[config.mk]
export PLATFORM = sky130hd
export DESIGN_NAME = idct8x8_decoder
export DESIGN_NICKNAME = d
export VERILOG_FILES = /design/src/rtl/idct8x8_decoder.sv
export SDC_FILE = /design/constraint.sdc
export NUM_CORES = 2
export LEC_CHECK = 0
export BUFFER_PORTS_ARGS = -buffer_cell sky130_fd_sc_hd__buf_2
export CAP_MARGIN = 20
export CORE_UTILIZATION = 35
export DETAILED_ROUTE_END_ITERATION = 10
export PLACE_DENSITY = 0.49
export SLEW_MARGIN = 20
export SYNTH_ARGS = -nofsm -noshare
export SYNTH_HDL_FRONTEND = slang
export SYNTH_SLANG_ARGS = --single-unit
export TNS_END_PERCENT = 30
[constraint.sdc]
create_clock -name clk -period 13 [get_ports clk]
set_clock_uncertainty 0.15 [all_clocks]
set_input_delay 3.25 -clock clk [delete_from_list [all_inputs] [get_ports clk]]
set_output_delay 3.25 -clock clk [all_outputs]
set_load 0.02 [all_outputs]
[src/rtl/idct8x8_decoder.sv]
// 8x8 inverse DCT: row-then-column separable transform on one time-shared MAC.
// Optional macro IDCT_SAT_EN: saturate column results to [-512,511] instead of wrapping.
module idct8x8_decoder (
  input  logic              clk,
  input  logic              rst,
  input  logic              enin,
  input  logic              enout,
  input  logic signed [9:0] datain,
  output logic signed [9:0] dataout,
  output logic              busy,
  output logic              done
);
  typedef enum logic [1:0] {S_LOAD, S_ROW, S_COL, S_OUT} state_t;

  state_t             state_q;
  logic [5:0]         idx_q, ridx_q;
  logic [9:0]         step_q;
  logic signed [27:0] acc_q;

  logic signed [9:0]  cbuf [64];
  logic signed [15:0] tmp  [64];
  logic signed [9:0]  pbuf [64];

  // C[k][n] in Q8; (2n+1)k mod 32 folds onto the first-quadrant cosine table
  function automatic logic signed [8:0] coef(input logic [2:0] k, input logic [2:0] n);
    logic [4:0]        f;
    logic [2:0]        m;
    logic              neg;
    logic signed [8:0] mag;
    f = 5'({3'b0, n, 1'b1} * {4'b0, k});
    case (f[4:3])
      2'd0:    begin m = f[2:0];           neg = 1'b0; end
      2'd1:    begin m = 3'(5'd16 - f);    neg = 1'b1; end
      2'd2:    begin m = f[2:0];           neg = 1'b1; end
      default: begin m = 3'(5'd0 - f);     neg = 1'b0; end
    endcase
    case (m)
      3'd1:    mag = 9'sd126;
      3'd2:    mag = 9'sd118;
      3'd3:    mag = 9'sd106;
      3'd4:    mag = 9'sd91;
      3'd5:    mag = 9'sd71;
      3'd6:    mag = 9'sd49;
      3'd7:    mag = 9'sd25;
      default: mag = 9'sd0;
    endcase
    if (k == 3'd0) coef = 9'sd91;
    else           coef = neg ? -mag : mag;
  endfunction

  // step = {hi, mid, k}: ROW hi=r mid=n, COL hi=m mid=c; k is the summation index
  logic [2:0]         k, mid, hi;
  logic signed [15:0] opa;
  logic signed [8:0]  cf;
  logic signed [24:0] prod;
  logic signed [27:0] sum, rnd;
  logic signed [9:0]  col_res;

  assign k   = step_q[2:0];
  assign mid = step_q[5:3];
  assign hi  = step_q[8:6];

  always_comb begin
    opa = {{6{cbuf[{hi, k}][9]}}, cbuf[{hi, k}]};
    cf  = coef(k, mid);
    if (state_q == S_COL) begin
      opa = tmp[{k, mid}];
      cf  = coef(k, hi);
    end
    prod = opa * cf;
    // Row sums never exceed 22 bits, so the shared 28-bit accumulator is exact for both passes
    sum  = (k == 3'd0 ? 28'sd0 : acc_q) + 28'(prod);
    rnd  = (sum + 28'sd128) >>> 8;
`ifdef IDCT_SAT_EN
    if (rnd > 28'sd511)       col_res = 10'sd511;
    else if (rnd < -28'sd512) col_res = -10'sd512;
    else                      col_res = rnd[9:0];
`else
    col_res = rnd[9:0];
`endif
  end

  always_ff @(posedge clk) begin
    if (state_q == S_LOAD && enin)                   cbuf[idx_q]     <= datain;
    if (state_q == S_ROW && k == 3'd7)               tmp[{hi, mid}]  <= rnd[15:0];
    if (state_q == S_COL && !step_q[9] && k == 3'd7) pbuf[{hi, mid}] <= col_res;
  end

  always_ff @(posedge clk or posedge rst) begin
    if (rst) begin
      state_q <= S_LOAD;
      idx_q   <= 6'd0;
      ridx_q  <= 6'd0;
      step_q  <= 10'd0;
      acc_q   <= 28'sd0;
      dataout <= 10'sd0;
      busy    <= 1'b0;
      done    <= 1'b0;
    end else begin
      case (state_q)
        S_LOAD: if (enin) begin
          idx_q <= idx_q + 6'd1;
          if (idx_q == 6'd63) begin
            state_q <= S_ROW;
            busy    <= 1'b1;
            step_q  <= 10'd0;
          end
        end
        S_ROW: begin
          acc_q  <= sum;
          step_q <= step_q + 10'd1;
          if (step_q == 10'd511) begin
            state_q <= S_COL;
            step_q  <= 10'd0;
          end
        end
        // one extra edge after the last product lets the final pbuf write land
        S_COL: if (step_q[9]) begin
          state_q <= S_OUT;
          busy    <= 1'b0;
          done    <= 1'b1;
        end else begin
          acc_q  <= sum;
          step_q <= step_q + 10'd1;
        end
        default: if (enout) begin
          dataout <= pbuf[ridx_q];
          ridx_q  <= ridx_q + 6'd1;
          if (ridx_q == 6'd63) begin
            done    <= 1'b0;
            idx_q   <= 6'd0;
            ridx_q  <= 6'd0;
            state_q <= S_LOAD;
          end
        end
      endcase
    end
  end
endmodule

### Word level (Yosys, flattened, before mapping)

Memories as Yosys holds them, arrays and structs flattened. A register that Yosys moved wholly into a read port is not among the register bits.
Cells that the tools add are included.

* ROM bits: 0
* register bits: 54
* memory bits (writable): 2304
* output and inout bits: 12
* latch bits: 0
* memories kept: 3
* input bits: 14
* logic and storage cells: 139

Memories
* tmp: depth 64, width 16, read ports 1, clocked after memory_dff 0, write ports 1, line 21 `logic signed [15:0] tmp [64];`
* cbuf: depth 64, width 10, read ports 1, clocked after memory_dff 0, write ports 1, line 20 `logic signed [9:0] cbuf [64];`
* pbuf: depth 64, width 10, read ports 1, clocked after memory_dff 1, write ports 1, line 22 `logic signed [9:0] pbuf [64];`

* shift operators: 0
* order comparisons: 0
* multipliers: 3
* equality and inequality tests: 29
* div/mod/pow operators: 0
* mux-type cells: 49
* bitwise logic cells: 3
* reduce and logical (&&, ||, !) cells: 33
* $add $sub $neg: 11

Operators with widths (number)
* $pmux W7 S7: 2
* $mux W28: 2
* $pmux W28 S2: 1
* $mux W9: 6
* $mux W10: 4
* $pmux W10 S3: 1
* $add A28 B25 Y28: 1
* $eq A3 B3 Y1 const B: 9
* $mul A16 B9 Y25: 1
* $add A24 B9 Y24 const B: 1
* $mux W6: 4
* $neg A9 Y9: 2
* $mux W16: 1
* $reduce_and A4 Y1: 4
* $mux W1: 15
* $add A6 B1 Y6 const B: 2
* $eq A3 B2 Y1 const B: 4
* $eq A6 B6 Y1 const B: 2
* $mux W2: 6
* $pmux W3 S2: 2
* $pmux W6 S2: 1
* $reduce_bool A2 Y1: 6
* $reduce_or A2 Y1: 6
* $sub A1 B3 Y3 const A: 4
* other kinds (22): 41

### Logic depth before layout (Yosys ltp)

* depth after elaboration: 16
* gate-level depth with buffers: 46
* mapped depth without buffers: 37

### Least setup slack after synthesis

OpenSTA, ideal clock, no wires.

* path kind: register to register
* start: register step_q[0]
* end: memory pbuf[0][9], data pin
* path slack: -1165 ps
* library setup time: 929 ps
* cell stages (with the launch flop): 41
* path buffers: 9
* period minus slack after synthesis: 14165 ps
* data arrival time: 13085 ps
* data required time: 11921 ps
* cells stage by stage: dfrtp_1 -> buf_6 -> buf_4 -> buf_2 -> buf_2 -> buf_2 -> buf_2 -> buf_2 -> nand2_1 -> fa_1 -> inv_1 -> ha_1 -> inv_1 -> fa_1 -> buf_2 -> or3_1 -> a21oi_1 -> nor2_1 -> [5 not listed] -> clkbuf_1 -> nand2_1 -> fa_1 -> fa_1 -> inv_1 -> fa_1 -> fa_1 -> inv_1 -> fa_1 -> inv_1 -> ha_1 -> a211oi_1 -> or3b_2 -> o211ai_2 -> o21ai_0 -> xnor2_1 -> nor3_1 -> xnor2_1

* cells in the longest elaborated chain, start to end: 15
* elaborated cells between the ends (all ways): 54
* classes of those cells: add/sub (8); mul (3); eq/ne (18); mux (16); reduce/logical (7); memory (2)

RTL lines
* from (decl): line 17 `logic [9:0] step_q;`
* from (signal assigned): line 111 `step_q <= step_q + 10'd1;`
* from (signal assigned): line 124 `step_q <= step_q + 10'd1;`
* branches (longest 13 deep; another with $mul A16 B9 Y25)
* $add A28 B25 Y28 *: line 72 `sum = (k == 3'd0 ? 28'sd0 : acc_q) + 28'(prod);`
* $add A24 B9 Y24 *: line 73 `rnd = (sum + 28'sd128) >>> 8;`
* net col_res[9]: line 57 `logic signed [9:0] col_res;`
* to (decl): line 22

Mark *: on every way through the listed nets, which the timed path passes. The select of a mux whose other input is x is not followed.

### Final worst setup path

* start: register step_q[1]
* end: memory tmp[54][12], data pin

* cells in the longest elaborated chain, start to end: 15
* elaborated cells between the ends (all ways): 54
* classes of those cells: add/sub (8); mul (3); eq/ne (18); mux (16); reduce/logical (7); memory (2)

RTL lines
* branches (longest 13 deep; another with $mul A16 B9 Y25)
* $add A28 B25 Y28 *: line 72
* $add A24 B9 Y24 *: line 73
* net rnd[12]: line 56 `logic signed [27:0] sum, rnd;`
* to (decl): line 21

Marks and branches as above.

==> impl_metrics.py <==
metrics = {
    "min_path": {
        "hold_class": "flip-flop to flip-flop",
        "hp-start": "acc_q[0]$_DFFE_PP0P_",
        "min_path_cells": 2,
        "holdPathEnd": "acc_q[0]$_DFFE_PP0P_",
    },
    "drt": {
        "drtIter0Drc": 5460,
        "viasPerCell": 5.45,
        "routed_wl_um": 275000,
        "drc": 0,
        "via_count": 52100,
        "first_pass_iters": 5,
        "wl_per_cell_um": 28.8,
        "drtAntennaViolNets": 0,
    },
    "cts": {
        "path_clk_slew_ns": 0.06,
        "clockBufferDepth": 4,
        "clock_latency_ns": 0.92,
        "cts_setup_buffers": 0,
        "cts.sinks": 2364,
        "cts_tree": "yes",
        "cts_buffers": 247,
        "post_cts_resized": 0,
        "h-tree-depth": 4,
        "root_buffer": "clkbuf_16",
        "hold_buffers": 0,
    },
    "synthesis": {
        "netlist_instances": 5438,
        "synth-main-ff-cell": "edfxtp_1",
        "synth_top_area_cell": "edfxtp_1",
        "synthTopCellsByArea": "edfxtp_1 71%, mux4_2 9.1%, fa_1 2.9%",
        "yosysSeqAreaShare_pct": 72.2,
        "syn_avg_cell_area_sq_um": 18.0,
        "syn_area_sq_um": 97900,
        "async_flop_share_pct": 2.54,
        "synth_top_area_share_pct": 70.7,
        "syn-num-nets": 5670,
        "synth-edff-count": 2304,
        "ys_warn_count": 0,
        "yosysUniqueCellTypes": 112,
        "ys_ff_latch": 2364,
    },
    "setup_path": {
        "timing.rr.start": "step_q[1]$_DFFE_PP0P_",
        "worstSetupEndpointType": "flip-flop",
        "slowest_delay_ns": 0.80,
        "worst_path_max_delay_cell": "a21oi_1",
        "rr_endpoint": "tmp[54][12]$_DFFE_PP_",
        "rr_worst_depth": 37,
        "rrSetupSlack_ns": 1.02,
        "cp_max_fo": 64,
        "cp.required_ns": 13.40,
        "path_common_cell": "fa_1",
        "path_class": "flip-flop to flip-flop",
        "cp-start-kind": "flip-flop",
        "worstPathArrival_ns": 12.38,
    },
    "sta": {
        "max_freq_mhz": 83.5,
        "final_hold_viol_count": 0,
        "relSlewSlack_pct": 20.2,
        "timing.final.ws_setup_ns": 1.02,
        "timing.final.crit_share_pct": 92.2,
        "tightest_slew_ns": 1.19,
        "hold_slack_ns": 0.306,
        "tns_ns": 0,
        "finalSetupViolCount": 0,
        "period_needed_ns": 11.98,
        "final-max-slew-violation-count": 0,
        "rsz0062_at_grt": "no",
    },
    "floorplanning": {
        "start_util_pct": 35.3,
        "dieArea_sq_um": 282000,
        "core_sq_um": 277000,
        "ios": 26,
        "rows": 193,
        "dieWidth_um": 531,
        "die_y_um": 531,
    },
    "flow_run": {
        "drv_cap": 0,
    },
    "layout": {
        "area_growth_syn_to_layout_pct": 13.7,
        "multiInputGateArea_sq_um": 25300,
        "fill_cells": 24900,
        "drive_gt1_share_pct": 20.3,
        "nNetsFinal": 5874,
        "final_cell_mix": "2304 x edfxtp_1, 394 x mux4_2, 323 x nor2_1",
        "layout_commonest_cell": "edfxtp_1",
        "seq_area_sq_um": 70700,
    },
    "global_route": {
        "track_usage_pct": 19.4,
        "antenna_found_initial": 14,
        "first_global_vias": 52200,
        "grt_max_degree": 129,
        "grt_overflow": 0,
        "grt_first_pass_wirelength_um": 393000,
    },
    "placed_design": {
        "routabilityCongestion": 0.824,
        "pre_cts_ws_ns": 1.03,
        "dp_hpwl_um": 168000,
        "portBuffers": 25,
    },
    "outcome": {
        "status": "complete, no violations",
    },
}
## cells by family (layout without fill, tap and decap cells)
| logic type | count (synthesis) | in the layout | share of synthesized area, % |
|---|---|---|---|
| AND/OR/NAND/NOR | 933 | 933 | 4.58 |
| other | 0 | 4 | 0 |
| buffers and inverters | 504 | 901 | 2.42 |
| flip-flops | 2364 | 2364 | 72.2 |
| multiplexers | 553 | 553 | 10.8 |
| XOR/XNOR | 58 | 58 | 0.548 |
| AO/OA/AOI/OAI | 808 | 808 | 5.63 |
| adder cells (fa/ha/maj) | 218 | 218 | 3.87 |
## area by class of cell
class / instances / area share, %
clock inverter: 143 / 1.21
multi-input combinational: 2570 / 22.7
clock buffer: 299 / 5.79
inverter: 193 / 0.656
timing repair buffer: 266 / 1.98
antenna: 4 / 0.00899
tap: 3705 / 4.16
sequential: 2364 / 63.5
## stage by stage
step                      utilization, %  instances  area, sq um
final                               40.1       9544       111000
after global routing                40.1       9541       111000
after CTS                           40.1       9537       111000
after detailed placement            37.3       9095       103000
after global placement              37.3       9093       103000
after floorplan                        -       5438        97900
## cell usage after synthesis (all sizes together) (10+ instances only)
cell    number
o41ai       13
edfxtp    2304
dfrtp       60
mux2        44
o21ai      118
nand2b      48
a22o        34
inv        192
a31oi       14
clkbuf     108
a21o        14
fa         141
a221oi      41
nor4        37
nand2      213
nand4       44
ha          77
nor2       353
buf        203
a211oi      22
a22oi      118
nand3       50
nor2b       14
o31ai       10
o211ai      23
xnor2       30
o22a        11
nor3        30
o22ai      219
and3        11
mux2i      115
or2         33
xor2        27
and2        55
a21oi      106
mux4       394
## state kept, by name (all words and copies together) (netlist names)
name,cells
acc_q,24
busy,1
cbuf,640
dataout,10
done,1
idx_q,6
pbuf,640
ridx_q,6
state_q,2
step_q,10
tmp,1024
## routing by layer
| layer | vias to the layer above | wire [um] | GRT usage, % |
|---|---|---|---|
| li1 | 22100 | - | - |
| met1 | 27900 | 124000 | 28.4 |
| met2 | 1689 | 127000 | 30.1 |
| met3 | 322 | 17300 | 3.06 |
| met4 | 2 | 6290 | 4.81 |
| met5 | - | 13 | 0 |
## critical path: cells and delay by family, from the launching register on
| kind | cells | cell delay, ns |
|---|---|---|
| fa+ha+maj | 10 | 4.39 |
| compound gates | 8 | 2.26 |
| simple gates | 9 | 2.16 |
| buf+inv | 8 | 1.37 |
| flops | 1 | 0.72 |
| mux | 1 | 0.37 |
| xor+xnor | 1 | 0.18 |
## worst max path at each step
| stage | start | to | cells past startpoint |
|---|---|---|---|
| 2_1_floorplan | step_q[0]$_DFFE_PP0P_ | pbuf[0][6]$_DFFE_PP_ | 39 |
| 5_1_grt | step_q[1]$_DFFE_PP0P_ | tmp[36][15]$_DFFE_PP_ | 36 |
| 4_1_cts | step_q[1]$_DFFE_PP0P_ | tmp[36][15]$_DFFE_PP_ | 36 |
| 6_report | step_q[1]$_DFFE_PP0P_ | tmp[54][12]$_DFFE_PP_ | 37 |
| 3_3_place_gp | step_q[1]$_DFFE_PP0P_ | tmp[6][15]$_DFFE_PP_ | 36 |
| 3_5_place_dp | step_q[1]$_DFFE_PP0P_ | tmp[25][15]$_DFFE_PP_ | 36 |
Power is not shown: default switching activity piles up to over one toggle a cycle in this logic, so the estimate is an artifact.
